[config.mk]
export PLATFORM = sky130hd
export DESIGN_NAME = afifo_rd_sched_flat
export DESIGN_NICKNAME = d
export VERILOG_FILES = /design/src/rtl/afifo_rd_sched_pkg.sv /design/src/rtl/afifo_rd_sched_if.sv /design/src/rtl/afifo_rd_sched_rr_pick.sv /design/src/rtl/afifo_rd_sched.sv /design/src/flat_wrapper.sv
export SDC_FILE = /design/constraint.sdc
export NUM_CORES = 1
export LEC_CHECK = 0
export BUFFER_PORTS_ARGS = -buffer_cell sky130_fd_sc_hd__buf_2
export CORE_UTILIZATION = 35
export DETAILED_ROUTE_END_ITERATION = 8
export GPL_TIMING_DRIVEN = 0
export PLACE_DENSITY = 0.8
export REMOVE_ABC_BUFFERS = 1
export SYNTH_ARGS = -nofsm -noshare
export SYNTH_HDL_FRONTEND = slang
export SYNTH_HIERARCHICAL = 1
export SYNTH_SLANG_ARGS = --single-unit
[constraint.sdc]
create_clock -name rclk -period 1.4 [get_ports rclk]
set_clock_uncertainty 0.2 [all_clocks]
set_input_delay 0 -clock rclk [delete_from_list [all_inputs] [get_ports rclk]]
set_output_delay 0 -clock rclk [all_outputs]
set_load 0.02 [all_outputs]
[src/rtl/afifo_rd_sched_pkg.sv]
// Shared types and constants for the async FIFO read-side scheduler.
package afifo_pkg;

   localparam int AFIFO_WIDTH_DEFAULT = 12;

   typedef enum logic {
      Idle = 1'b0,
      Xfer = 1'b1
   } rd_state_e;

endpackage

[src/rtl/afifo_rd_sched_if.sv]
// Bundle of the FIFO read port and the per-consumer handshakes.
// master: the scheduler. slave: the FIFO plus the consumers.
interface afifo_rd_sched_if
   import afifo_pkg::*;
#(
   parameter int Width  = AFIFO_WIDTH_DEFAULT,
   parameter int NumReq = 2
);

   logic              rempty;
   logic [Width-1:0]  rd;
   logic              r;
   logic [NumReq-1:0] req;
   logic [NumReq-1:0] ready;
   logic [NumReq-1:0] valid;
   logic [Width-1:0]  data;
   logic [NumReq-1:0] grant;
   logic              seqerr;

   modport master (
      input  rempty, rd, req, ready,
      output r, valid, data, grant, seqerr
   );

   modport slave (
      output rempty, rd, req, ready,
      input  r, valid, data, grant, seqerr
   );

endinterface

[src/rtl/afifo_rd_sched_rr_pick.sv]
// Combinational round-robin picker: first set request at or above ptr_i,
// wrapping at NumReq. Returns the one-hot pick and its index.
module afifo_rr_pick #(
   parameter int NumReq = 2
) (
   input  logic [NumReq-1:0]         req_i,
   input  logic [$clog2(NumReq)-1:0] ptr_i,
   output logic [NumReq-1:0]         pick_o,
   output logic [$clog2(NumReq)-1:0] idx_o
);

   localparam int IdxW = $clog2(NumReq);

   logic            found_w;
   logic [IdxW-1:0] cand_w;

   // Index ptr+off folded back into 0..NumReq-1.
   function automatic logic [IdxW-1:0] wrap_add(input logic [IdxW-1:0] base, input int off);
      int sum;
      sum = int'(base) + off;
      if (sum >= NumReq) sum = sum - NumReq;
      return IdxW'(sum);
   endfunction

   // Scan candidates in priority order starting at the pointer.
   always_comb begin
      pick_o  = '0;
      idx_o   = '0;
      found_w = 1'b0;
      cand_w  = '0;
      for (int i = 0; i < NumReq; i++) begin
         cand_w = wrap_add(ptr_i, i);
         if (!found_w && req_i[cand_w]) begin
            found_w        = 1'b1;
            pick_o[cand_w] = 1'b1;
            idx_o          = cand_w;
         end
      end
   end

endmodule

[src/rtl/afifo_rd_sched.sv]
// Read-side scheduler: shares one FIFO read port among NumReq consumers
// with round-robin grants of at most BurstLen beats each.
// Optional build macro AFIFO_RD_SEQCHK_EN adds a sticky check that popped
// words form a +1 sequence; on a break the pop path is shut off.
module afifo_rd_sched
   import afifo_pkg::*;
#(
   parameter int Width    = AFIFO_WIDTH_DEFAULT,
   parameter int NumReq   = 2,
   parameter int BurstLen = 4
) (
   input logic             rclk,
   input logic             dirclr,
   afifo_rd_sched_if.master bus
);

   localparam int PtrW = $clog2(NumReq);
   localparam int CntW = $clog2(BurstLen + 1);
   localparam logic [CntW-1:0] LastBeat = CntW'(BurstLen - 1);

   rd_state_e         state_q, state_d;
   logic [PtrW-1:0]   g_q, g_d;
   logic [PtrW-1:0]   ptr_q, ptr_d;
   logic [CntW-1:0]   cnt_q, cnt_d;
   logic [NumReq-1:0] grant_q, grant_d;

   logic [NumReq-1:0] pick_oh;
   logic [PtrW-1:0]   pick_idx;
   logic [NumReq-1:0] valid_w;
   logic              pop_w;
   logic              hold_w;

   function automatic logic [PtrW-1:0] wrap_inc(input logic [PtrW-1:0] i);
      if (i == PtrW'(NumReq - 1)) return '0;
      return i + PtrW'(1);
   endfunction

   afifo_rr_pick #(.NumReq(NumReq)) u_pick (
      .req_i  (bus.req),
      .ptr_i  (ptr_q),
      .pick_o (pick_oh),
      .idx_o  (pick_idx)
   );

   // Only the owner sees valid, and only while the FIFO has a word; a pop is
   // the owner's handshake, so other consumers' ready bits never matter.
   assign valid_w    = (state_q == Xfer && !bus.rempty && !hold_w) ? grant_q : '0;
   assign pop_w      = |(valid_w & bus.ready);
   assign bus.r      = pop_w;
   assign bus.valid  = valid_w;
   assign bus.data   = bus.rd;
   assign bus.grant  = grant_q;

   // Next-state: grant from Idle, count beats in Xfer, release on burst end
   // or when the owner drops its request at an edge without a beat.
   always_comb begin
      state_d = state_q;
      g_d     = g_q;
      ptr_d   = ptr_q;
      cnt_d   = cnt_q;
      grant_d = grant_q;
      case (state_q)
         Idle: begin
            if (|bus.req) begin
               state_d = Xfer;
               g_d     = pick_idx;
               cnt_d   = '0;
               grant_d = pick_oh;
            end
         end
         Xfer: begin
            if (pop_w) begin
               cnt_d = cnt_q + CntW'(1);
               if (cnt_q == LastBeat) begin
                  state_d = Idle;
                  ptr_d   = wrap_inc(g_q);
                  grant_d = '0;
               end
            end else if (!bus.req[g_q]) begin
               state_d = Idle;
               ptr_d   = wrap_inc(g_q);
               grant_d = '0;
            end
         end
         default: begin
            state_d = Idle;
            grant_d = '0;
         end
      endcase
   end

   // Scheduler state; dirclr clears it immediately, which also drops r.
   always_ff @(posedge rclk or posedge dirclr) begin
      if (dirclr) begin
         state_q <= Idle;
         g_q     <= '0;
         ptr_q   <= '0;
         cnt_q   <= '0;
         grant_q <= '0;
      end else begin
         state_q <= state_d;
         g_q     <= g_d;
         ptr_q   <= ptr_d;
         cnt_q   <= cnt_d;
         grant_q <= grant_d;
      end
   end

`ifdef AFIFO_RD_SEQCHK_EN
   logic [Width-1:0] last_q;
   logic             have_q;
   logic             seqerr_q;

   // Compare each popped word with its predecessor; the first pop after
   // reset only seeds the baseline. An error latches until dirclr.
   always_ff @(posedge rclk or posedge dirclr) begin
      if (dirclr) begin
         last_q   <= '0;
         have_q   <= 1'b0;
         seqerr_q <= 1'b0;
      end else if (pop_w) begin
         have_q <= 1'b1;
         last_q <= bus.rd;
         if (have_q && bus.rd != last_q + Width'(1)) seqerr_q <= 1'b1;
      end
   end

   assign hold_w     = seqerr_q;
   assign bus.seqerr = seqerr_q;
`else
   assign hold_w     = 1'b0;
   assign bus.seqerr = 1'b0;
`endif

endmodule
[src/flat_wrapper.sv]
// flat-port wrapper written by rule: the top's interface ports become plain ports
module afifo_rd_sched_flat import afifo_pkg::*;
#(
   parameter int Width    = AFIFO_WIDTH_DEFAULT,
   parameter int NumReq   = 2,
   parameter int BurstLen = 4
)
  (rclk, dirclr, bus_rempty, bus_rd, bus_req, bus_ready, bus_r, bus_valid, bus_data, bus_grant, bus_seqerr);
  afifo_rd_sched_if #(.Width(Width), .NumReq(NumReq)) bus_i ();
  input logic rclk;
  input logic dirclr;
  input wire logic [$bits(bus_i.rempty)-1:0] bus_rempty;
  input wire logic [$bits(bus_i.rd)-1:0] bus_rd;
  input wire logic [$bits(bus_i.req)-1:0] bus_req;
  input wire logic [$bits(bus_i.ready)-1:0] bus_ready;
  output wire logic [$bits(bus_i.r)-1:0] bus_r;
  output wire logic [$bits(bus_i.valid)-1:0] bus_valid;
  output wire logic [$bits(bus_i.data)-1:0] bus_data;
  output wire logic [$bits(bus_i.grant)-1:0] bus_grant;
  output wire logic [$bits(bus_i.seqerr)-1:0] bus_seqerr;
  assign bus_i.rempty = bus_rempty;
  assign bus_i.rd = bus_rd;
  assign bus_i.req = bus_req;
  assign bus_i.ready = bus_ready;
  assign bus_r = bus_i.r;
  assign bus_valid = bus_i.valid;
  assign bus_data = bus_i.data;
  assign bus_grant = bus_i.grant;
  assign bus_seqerr = bus_i.seqerr;
  afifo_rd_sched #(.Width(Width), .NumReq(NumReq), .BurstLen(BurstLen)) u_core (.rclk(rclk), .dirclr(dirclr), .bus(bus_i));
endmodule
==> flow_metrics.tcl <==
set metrics [dict create \
    clk_pin_slew_worst_paths_ns 0.05 \
    fin_crit_sh_pct 113 \
    rows 13 \
    finalSetupViolations 5 \
    cts_sinks 8 \
    synth-warning-count 6 \
    grt.total_usage_pct 23.5 \
    finalCriticalPeriod_ns 1.58 \
    fin_ws_ns -0.184 \
    endpoint_kind "flop" \
    ys_ff_latch 8 \
    cp-start-kind "flop" \
    antenna_found_initial 0 \
    grt_pass1_vias 478 \
    grt_pass1_wl_um 2410 \
    overflow 0 \
    cts-htree-levels 1 \
    rsz0062_at_grt "yes" \
    fillers 114 \
    critPathMaxFanout 4 \
    power.leakage_nw 0.402 \
    worst-setup-path-type "flop to flop" \
    postSynthAreaPerCell_um2 9.36 \
    initial_core_util_pct 39.7 \
    pin_count 37 \
    routedWlPerCell_um 17.9 \
    insertedDiodeCount 0 \
    routabilityCongestion 0.791 \
    max_freq_mhz 631 \
    vias 532 \
    violations "setup timing" \
    grt_max_degree 9 \
    viasPerCell 5.48 \
    post-route-util_pct 57.0 \
    fp.coreArea_um2 1370 \
    maxCapViolations 0 \
    netlist-cell-type-count 23 \
    numPortBuffers 11 \
    clockBufferDepth 2 \
    clk_latency_ns 0.25 \
    status "complete, but fails checks" \
    drt.antenna.violating_nets 0 \
    die_y_um 41.4 \
    min_path_type "primary input to flop" \
    arrival_ns 1.51 \
    layout-drive-gt1-share_pct 36.6 \
    finish.net_count 105 \
    hp-start "bus_rempty" \
    die_area_um2 1710 \
    power_density_nw_per_um2 1560 \
    cts-root-buf "clkbuf_4" \
    ir_worst_vdd_v 0.000920 \
    area.growth.synth_to_final_pct 43.3 \
    synth_cells 58 \
    dr.pass1.iters 4 \
    final_area_um2 778 \
    cts_buffers 3 \
    tritoncts "yes" \
    rr_startpoint "u_core/cnt_q[1]" \
    synth.yosys.seq_area_share_pct 36.9 \
    wirelength_um 1740 \
    drcViolationCount 0 \
    drt_first_iter_violations 18 \
    finalHoldViolCount 0 \
    dpl_cell_area_um2 519 \
    worstSetupStartpoint "u_core/cnt_q[1]" \
    slew_viol_final 0 \
    worst-endpoint-required_ns 1.33 \
    netlist_area_um2 543 \
    fp.dieW_um 41.4 \
]
==> cells in the mapped netlist <==
cell      count  area (um2)
o21bai_2      1        11.3
dfrtp_1       8         200
nor2_1        1        3.75
a22o_1        1        8.76
nand2_4       1        11.3
mux2i_1       2        20.0
conb_1        1        3.75
inv_2         1        3.75
and3_1        1        6.26
ha_1          2        25.0
nor3_1        1        5.00
a21boi_1      2        15.0
mux2_1        1        11.3
and2_1        2        12.5
a21boi_2      1        11.3
inv_1         6        22.5
nand3_1       3        15.0
o22ai_1       2        12.5
buf_4        13        97.6
a32o_2        1        11.3
and2b_4       1        10.0
o21ai_1       2        10.0
nand2_1       4        15.0
==> final timing paths <==
path,endpoint,slack [ns],cells past startpoint
max,u_core/ptr_q,-0.18,5
min,u_core/cnt_q[0],0.02,4
max reg2reg,u_core/ptr_q,-0.18,5
min reg2reg,u_core/cnt_q[2],0.32,2
max in group asynchronous,u_core/bus.grant[1],0.72,3
min in group asynchronous,u_core/cnt_q[0],0.04,3
==> layer usage <==
metal	wire length, um	GRT usage (%)	vias to the layer above
met5	0	0	-
met2	948	40.6	31
met1	662	27.4	264
met4	66	15.3	0
li1	-	-	229
met3	63	2.13	8
==> critical path, cell delays in order (launching register included) <==
cell,delay (ns)
dfrtp_1,0.38
ha_2,0.18
ha_2,0.16
and3_4,0.17
a32o_2,0.25
mux2i_1,0.12
==> power by group <==
group	leakage [nW]	total [mW]	internal, mW	switching (mW)
sequential	0.102	0.395	0.316	0.0786
clock	0.0138	0.178	0.0982	0.0796
combinational	0.286	0.640	0.308	0.332
total	0.402	1.21	0.722	0.490
==> kinds of logic (layout without fill, tap and decap cells) <==
group                    Yosys count  count (layout)  share of synthesized area, %
adder cells (fa/ha/maj)            2               2                          4.61
AND/OR/NAND/NOR                   14              14                          14.5
flip-flops                         8               8                          36.9
buffers and inverters             20              44                          22.8
AO/OA/AOI/OAI                     10              10                          14.7
multiplexers                       3               3                          5.76
other                              1               1                         0.691
==> layout make-up <==
class                      instances  area, um2  share of cell area (%)
multi-input combinational         30        236                    30.4
clock buffer                       3       22.5                    2.89
tap                               15       18.8                    2.41
sequential                         8        200                    25.7
inverter                           7       26.3                    3.38
timing repair buffer              34        274                    35.2
==> sequential cells by signal, indices dropped and copies added, names as in the netlist <==
name / flops
u_core/cnt_q: 3
u_core/bus.grant: 2
u_core/g_q: 1
u_core/ptr_q: 1
u_core/state_q: 1
==> layout by cell type, fill, tap and decap left out <==
| cell | synthesis | final |
|---|---|---|
| conb_1 | 1 | 1 |
| dfrtp_1 | 8 | 8 |
| nand2_4 | 1 | 1 |
| mux2_1 | 1 | 1 |
| buf_2 | 0 | 10 |
| and3_4 | 0 | 1 |
| buf_4 | 13 | 7 |
| o22ai_1 | 2 | 2 |
| inv_1 | 6 | 6 |
| nor3_1 | 1 | 1 |
| o21bai_4 | 0 | 1 |
| buf_6 | 0 | 1 |
| a22o_1 | 1 | 1 |
| and2b_4 | 1 | 1 |
| o21ai_1 | 2 | 2 |
| ha_2 | 0 | 2 |
| nand3_1 | 3 | 3 |
| nor2_1 | 1 | 1 |
| mux2i_1 | 2 | 2 |
| a21boi_1 | 2 | 2 |
| and2_1 | 2 | 2 |
| a32o_2 | 1 | 1 |
| inv_2 | 1 | 1 |
| dlygate4sd3_1 | 0 | 16 |
| a21boi_2 | 1 | 1 |
| nand2_1 | 4 | 4 |
| clkbuf_4 | 0 | 3 |
==> timing repair <==
action	in CTS	in global routing
hold buffers	16	0
endpoints found under the hold margin	24	0
pin swaps	8	4
endpoints found under the setup margin	5	8
setup buffers	3	4
gates resized for setup	5	1
==> stage by stage <==
stage / setup TNS [ns] / hold WS (ns) / instances / worst slack [ns] / power [mW]
after floorplan: -0.408 / -0.384 / 45 / -0.147 / 0.679
after global placement: -0.613 / -0.246 / 71 / -0.200 / 0.777
after detailed placement: -0.668 / -0.244 / 71 / -0.210 / 0.790
after CTS: -0.630 / -0.0401 / 93 / -0.188 / 1.09
after global routing: -0.769 / 0.0318 / 97 / -0.219 / 1.27
final: -0.590 / 0.0183 / 97 / -0.184 / 1.21
Note: power is estimated with default switching activity, not from simulation.
